===== config.mk =====
export PLATFORM = sky130hd
export DESIGN_NAME = adc_packetizer
export DESIGN_NICKNAME = d
export VERILOG_FILES = /design/src/rtl/adc_packetizer.sv
export SDC_FILE = /design/constraint.sdc
export NUM_CORES = 1
export LEC_CHECK = 0
export ABC_AREA = 1
export BUFFER_PORTS_ARGS = -buffer_cell sky130_fd_sc_hd__clkbuf_2
export CORE_MARGIN = 5
export CORE_UTILIZATION = 66
export DETAILED_ROUTE_END_ITERATION = 10
export PLACE_DENSITY_LB_ADDON = 0.05
export RECOVER_POWER = 100
export SLEW_MARGIN = 15
export SYNTH_ARGS = -nofsm -noshare
export SYNTH_HDL_FRONTEND = slang
export SYNTH_SLANG_ARGS = --single-unit

===== constraint.sdc =====
create_clock -name clk -period 9.3 [get_ports clk]
set_input_delay 1.86 -clock clk [delete_from_list [all_inputs] [get_ports clk]]
set_output_delay 1.86 -clock clk [all_outputs]
set_load 0.01 [all_outputs]

===== src/rtl/adc_packetizer.sv =====
// adc_packetizer: captures parallel ADC sample sets, optionally decimates them,
// buffers them in a small FIFO and emits fixed-length AXI-Stream packets.
// Single-shot or continuous capture; stop takes effect on a packet boundary.
module adc_packetizer #(
  parameter int CHANNELS   = 2,
  parameter int SAMPLE_W   = 16,
  parameter int LEN_W      = 24,
  parameter int DEC_W      = 8,
  parameter int FIFO_DEPTH = 16
) (
  input  logic                         clk,
  input  logic                         resetn,
  input  logic                         start,
  input  logic                         stop,
  input  logic                         mode_cont,
  input  logic [LEN_W-1:0]             pkt_len,
  input  logic [DEC_W-1:0]             decim,
  input  logic                         s_valid,
  input  logic [CHANNELS*SAMPLE_W-1:0] s_data,
  output logic [CHANNELS*SAMPLE_W-1:0] m_axis_tdata,
  output logic                         m_axis_tvalid,
  input  logic                         m_axis_tready,
  output logic                         m_axis_tlast,
  output logic                         busy,
  output logic                         overflow,
  output logic                         done
);

  localparam int DW = CHANNELS * SAMPLE_W;
  localparam int AW = $clog2(FIFO_DEPTH);

  typedef enum logic [1:0] {ST_IDLE, ST_RUN, ST_DRAIN} state_t;

  state_t           r_state;
  state_t           w_state_nxt;

  // Each FIFO entry carries {tlast, sample set}.
  logic [DW:0]      r_mem [FIFO_DEPTH];
  logic [AW:0]      r_wr_ptr;
  logic [AW:0]      r_rd_ptr;

  logic [LEN_W-1:0] r_len;
  logic [LEN_W-1:0] r_beat_cnt;
  logic [DEC_W-1:0] r_decim;
  logic [DEC_W-1:0] r_dec_cnt;
  logic             r_mode_cont;
  logic             r_stop_req;
  logic             r_overflow;
  logic             r_done;

  logic [AW:0]      w_level;
  logic             w_empty;
  logic             w_full;
  logic             w_start_ok;
  logic             w_accept;
  logic             w_wr_en;
  logic             w_rd_en;
  logic             w_last_beat;
  logic             w_stop_now;
  logic             w_end_capture;
  logic [DW:0]      w_head;

  // Pointers carry one extra bit so full and empty are distinguishable.
  // Full is judged before any same-cycle read, so a write into a full FIFO is
  // dropped even if the head retires in that cycle.
  assign w_level       = r_wr_ptr - r_rd_ptr;
  assign w_empty       = (w_level == '0);
  assign w_full        = (w_level == (AW+1)'(FIFO_DEPTH));
  assign w_start_ok    = (r_state == ST_IDLE) && start && (pkt_len != '0);
  assign w_accept      = (r_state == ST_RUN) && s_valid && (r_dec_cnt == '0);
  assign w_wr_en       = w_accept && !w_full;
  assign w_rd_en       = !w_empty && m_axis_tready;
  assign w_last_beat   = (r_beat_cnt == r_len - LEN_W'(1));
  assign w_stop_now    = (r_state == ST_RUN) && r_mode_cont && stop;
  // A stop arriving together with the tlast write ends capture on that packet.
  assign w_end_capture = w_wr_en && w_last_beat && (!r_mode_cont || r_stop_req || stop);

  // Head of FIFO is read straight from storage; zeroed while empty so the
  // stream outputs are quiet after reset.
  assign w_head        = r_mem[r_rd_ptr[AW-1:0]];
  assign m_axis_tvalid = !w_empty;
  assign m_axis_tdata  = w_empty ? '0 : w_head[DW-1:0];
  assign m_axis_tlast  = w_empty ? 1'b0 : w_head[DW];
  assign busy          = (r_state != ST_IDLE);
  assign overflow      = r_overflow;
  assign done          = r_done;

  // Next-state selection for the capture controller.
  always_comb begin
    // NOTE: every combinational output gets a default first so no path leaves
    // it unassigned, which would otherwise infer a latch.
    w_state_nxt = r_state;
    unique case (r_state)
      ST_IDLE:  if (w_start_ok)    w_state_nxt = ST_RUN;
      ST_RUN:   if (w_end_capture) w_state_nxt = ST_DRAIN;
      ST_DRAIN: if (w_empty)       w_state_nxt = ST_IDLE;
      default:                     w_state_nxt = ST_IDLE;
    endcase
  end

  // State register.
  always_ff @(posedge clk or negedge resetn) begin
    // NOTE: sequential state uses non-blocking assignments so every register
    // samples pre-edge values regardless of block evaluation order.
    if (!resetn) r_state <= ST_IDLE;
    else         r_state <= w_state_nxt;
  end

  // Capture parameters, decimation/beat counters, stop request and status flags.
  always_ff @(posedge clk or negedge resetn) begin
    if (!resetn) begin
      r_len       <= '0;
      r_decim     <= '0;
      r_mode_cont <= 1'b0;
      r_beat_cnt  <= '0;
      r_dec_cnt   <= '0;
      r_stop_req  <= 1'b0;
      r_overflow  <= 1'b0;
      r_done      <= 1'b0;
    end else begin
      r_done <= (r_state == ST_DRAIN) && w_empty;
      if (w_start_ok) begin
        r_len       <= pkt_len;
        r_decim     <= decim;
        r_mode_cont <= mode_cont;
        r_beat_cnt  <= '0;
        r_dec_cnt   <= '0;
        r_stop_req  <= 1'b0;
        r_overflow  <= 1'b0;
      end else if (r_state == ST_RUN) begin
        if (s_valid)
          r_dec_cnt <= (r_dec_cnt == r_decim) ? '0 : r_dec_cnt + DEC_W'(1);
        if (w_stop_now)
          r_stop_req <= 1'b1;
        // A dropped sample leaves the beat count alone so packets keep their length.
        if (w_accept && w_full)
          r_overflow <= 1'b1;
        if (w_wr_en)
          r_beat_cnt <= w_last_beat ? '0 : r_beat_cnt + LEN_W'(1);
      end
    end
  end

  // FIFO pointers; reset discards any buffered beats.
  always_ff @(posedge clk or negedge resetn) begin
    if (!resetn) begin
      r_wr_ptr <= '0;
      r_rd_ptr <= '0;
    end else begin
      if (w_wr_en) r_wr_ptr <= r_wr_ptr + (AW+1)'(1);
      if (w_rd_en) r_rd_ptr <= r_rd_ptr + (AW+1)'(1);
    end
  end

  // FIFO storage write.
  always_ff @(posedge clk) begin
    // NOTE: storage is not reset; the pointers alone define valid content,
    // which keeps the array as plain RAM.
    if (w_wr_en) r_mem[r_wr_ptr[AW-1:0]] <= {w_last_beat, s_data};
  end

endmodule


Word level (Yosys, flattened, before mapping). Memory sizes are Yosys's and may differ from the RTL's. Index checks and enable logic that the tools add are counted.

Register bits: 80. Memory bits (writable): 528. Bits of input ports: 71. Output and inout bits: 37. Logic and storage cells: 80. Memories: 1.

Memories: r_mem (words 16, width 33, rd ports 1, clocked after Yosys merged registers in 0, wr ports 1, line 38) `logic [DW:0] r_mem [FIFO_DEPTH];`.

Add/sub/neg operators: 6. Equal/unequal tests: 8. Multiplexer cells: 22. Reductions and logical operators: 32.

Operators by type and width (number): 24-bit two-way mux (4); 32-bit two-way mux (1); 8-bit two-way mux (4); 24-bit by 1-bit adder with 24-bit output, second input constant (1); 24-bit equality test (1); 24-bit nonzero test (1); 24-bit by 1-bit subtractor with 24-bit output, second input constant (1); 1-bit logical AND (12); 2-bit nonzero test (6); 5-bit by 1-bit adder with 5-bit output, second input constant (2); 1-bit two-way mux (9); 8-bit by 1-bit adder with 8-bit output, second input constant (1); 8-bit equality test (1); 8-bit zero test (1); 2-bit AND reduction (4); 2-bit two-way mux (3); 2-bit inequality test, second input constant (3); 2-bit one-hot mux with 3 select lines (1); 5-bit equality test, second input constant (1); 5-bit zero test (1); 5-bit subtractor (1); 1-bit zero test (3); 3-bit AND reduction (1); 2-bit by 1-bit equality test with 1-bit output, second input constant (1); other kinds (3) (4).

Longest topological paths before layout.
Depth in word-level cells: 8. Mapped depth: 18.

Worst setup path before layout. OpenSTA, ideal clock, no wires.

Path kind: reg-to-output. From: register r_rd_ptr[1]. To: output m_axis_tdata[19]. Data arrival time: 2.616 ns. Required time: 7.440 ns. Slack: 4.824 ns. Stages on the path, launching flop included: 15. Buffers on the path: 4. Cell sequence: dfrtp_1 -> buf_2 -> inv_1 -> buf_2 -> buf_1 -> ha_1 -> nand2_1 -> nand2_1 -> nand3_1 -> nand2_1 -> xnor2_1 -> nand2_1 -> inv_1 -> buf_1 -> a211oi_1.

Cells in the longest elaborated chain, start to end: 3. Elaborated cells on any way between the ends: 4.

RTL lines: start, declared (line 40) `logic [AW:0] r_rd_ptr;`; start signal, assigned (line 151) `if (w_rd_en) r_rd_ptr <= r_rd_ptr + (AW+1)'(1);`; 5-bit subtractor (line 66) `assign w_level = r_wr_ptr - r_rd_ptr;`; 5-bit zero test (line 67) `assign w_empty = (w_level == '0);`; 32-bit two-way mux (*) (line 82) `assign m_axis_tdata = w_empty ? '0 : w_head[DW-1:0];`; end, declared (line 20) `output logic [CHANNELS*SAMPLE_W-1:0] m_axis_tdata,`.

Every way passes the cells marked *; elsewhere a longest branch is shown, timed or not.

Worst setup path after layout.
From: register r_rd_ptr[1]. To: output m_axis_tdata[29].

Same word-level chain as after synthesis.

==> impl_metrics.toml <==
[status]
outcome = "finished with violations"
violations = "max-capacitance violations, max-slew violations"

[final_layout]
fin_util = 0.7416
final_area_sq_um = 28730
nets = 2396
final_cell_mix = "528 x edfxtp_1, 419 x nand2_1, 248 x nor2_1"
drive_above_1_share = 0.08475
area_growth_pct = 10.91
layout_commonest_cell = "edfxtp_1"

[synthesis]
async_reset_ff_frac = 0.1316
synth-main-ff-cell = "edfxtp_1"
syn_inst = 2237
synth_cell_type_count = 44
yosysTopAreaCellShare = 0.6121
syn_avg_cell_area_sq_um = 11.58
synthTopCellsByArea = "edfxtp_1 61%, dfrtp_1 7.7%, nand2_1 6.1%"
syn-num-nets = 2321
synth_edf_count = 528
yosysWarnings = 0
syn_area_sq_um = 25900
yosysTopAreaCell = "edfxtp_1"
seq_area_frac_synth = 0.6894
synth-seq-cells = 608

[sta]
max_slew.worst_pin.slew_ns = 3.084
fin_tns_setup_ns = 0
worst_slack_ns = 1.610
maxSlewViolCount = 668
fmax_mhz = 130.0
rsz0062_at_grt = "no"
slew_headroom = -1.056
setup-violations-final = 0
hold_viol_final = 0
finalCriticalPeriod_ns = 7.690
post-route-period-util = 0.8269
clock_skew_ns = 0.03179

[clock_tree]
clockBufferDepth = 3
postCtsSetupRepairBufs = 0
h-tree-depth = 2
cts_num_sinks = 608
insertion_delay_ns = 0.64
cts_hold_buf = 0
cts_root_buffer = "clkbuf_16"
cts_tree = "built"
cts_buffers = 59
path_clk_slew_ns = 0.06
cts-resized-gates = 0

[floorplan]
coreArea_sq_um = 38740
die_x_um = 208.1
die_y_um = 208.1
die_area_sq_um = 43310
start_util = 0.6686
rows = 72
ios = 108

[placed_design]
place_hpwl_mm = 35.25
place_area_sq_um = 26930
dp_slack_ns = 3.246
place_congestion = 0.8841
io_buffers = 107

[setup_path]
end_kind = "output pin"
crit_start = "r_rd_ptr[1]"
start_kind = "flip-flop"
cp.arrival_ns = 5.83
crit-reg2reg-launch = "r_rd_ptr[1]"
worstSetupPathType = "flip-flop to output pin"
required_ns = 7.44
crit_fanout = 28

[detailed_routing]
dr.pass1.iters = 5
drc = 0
vias = 18010
ant_nets = 0
drtIter0Drc = 2277
wl_mm = 65.21
routed_via_density = 6.253
wire_per_inst_um = 22.64

[grt]
antenna_found_initial = 2
grt_overflow = 0
grt_pass1_wl_mm = 99.61
grt_start_max_net_pins = 154
first_global_vias = 17310
grt_usage = 0.2951

[pwr]
vdd.ir_drop.worst_mv = 0.2815
power_density_nw_per_um2 = 310.4
leakage_nw = 10.27

[hold_path]
min_path_type = "flip-flop to flip-flop"
worstHoldStart = "r_rd_ptr[4]"

[job]
cap_viol_max_count = 22
-- worst paths after layout --
path | endpoint | slack (ns) | cells past startpoint
setup / recovery | m_axis_tdata[29] | 1.61 | 12
hold / removal | r_rd_ptr[4] | 0.49 | 1
setup reg to reg | r_mem[4][8] | 2.72 | 13
hold reg to reg | r_rd_ptr[4] | 0.49 | 1
max in group asynchronous | r_rd_ptr[0] | 3.80 | 2
min in group asynchronous | r_beat_cnt[12] | 1.62 | 1
-- cells by family after synthesis --
group,count (synthesis),synth area share
xor+xnor,63,0.02159
buf+inv,232,0.03623
simple gates,830,0.1327
fa+ha+maj,13,0.006280
compound gates,491,0.1138
flops,608,0.6894
-- power breakdown --
part	switching [mW]	internal, mW
registers	0.200	3.15
logic	2.11	0.945
clock network	1.03	1.48
total	3.34	5.58
-- sequential cells by signal (all words and copies together), names as in the netlist --
register,count
r_stop_req,1
r_len,24
r_wr_ptr,5
r_rd_ptr,5
r_state,2
overflow,1
done,1
r_dec_cnt,8
r_mode_cont,1
r_beat_cnt,24
r_decim,8
r_mem,528
-- critical path, cell delays in order (launching register included) --
cell and delay (ns):
dfrtp_2 0.38, clkinvlp_2 0.96, ha_1 0.74, nand2_1 0.10
nand2_1 0.09, nand3_1 0.08, nand2_1 0.11, xnor2_1 0.14
nand2_1 0.21, clkinv_1 0.83, clkbuf_1 0.78, a21oi_1 0.58
clkbuf_2 0.22
-- metal layers --
layer / up-vias / share of wire / GRT usage
met2: 877 / 0.47 / 0.4628
met4: 0 / 0.035 / 0.1085
met1: 8811 / 0.40 / 0.4239
met3: 152 / 0.090 / 0.05227
li1: 8169 / - / -
met5: - / 0 / 0
-- area by class of cell --
| cell class | instances | area, sq um |
|---|---|---|
| antenna | 2 | 5.005 |
| clock buffer | 67 | 1516 |
| clock inverter | 42 | 533.0 |
| fill | 2648 | 10010 |
| inverter | 108 | 411.6 |
| multi-input combinational | 1397 | 7141 |
| sequential | 608 | 17860 |
| tap | 518 | 648.1 |
| timing repair buffer | 138 | 608.1 |
-- per-stage QoR --
step                hold WS, ns  std cells  power, mW
floorplan                0.4082       2237      5.446
global placement         0.4710       2769      6.361
detailed placement       0.4716       2769      6.456
CTS                      0.4813       2878      8.971
global route             0.5059       2880      9.407
finish                   0.4900       2880      8.916
-- Yosys cell counts (5+ instances only) --
cell	number
edfxtp_1	528
nand2_1	418
nor2_1	253
o21ai_0	210
a21oi_1	132
inv_1	105
clkbuf_1	87
dfrtp_1	80
nand3_1	66
a221oi_1	46
o22ai_1	38
xor2_1	35
nand4_1	31
nor3_1	31
xnor2_1	27
o221a_2	21
buf_2	17
a32o_1	16
ha_1	13
buf_1	12
nand3b_1	10
o31ai_1	10
o21ai_1	6
nor4_1	5
(Power assumes the default switching activity.)
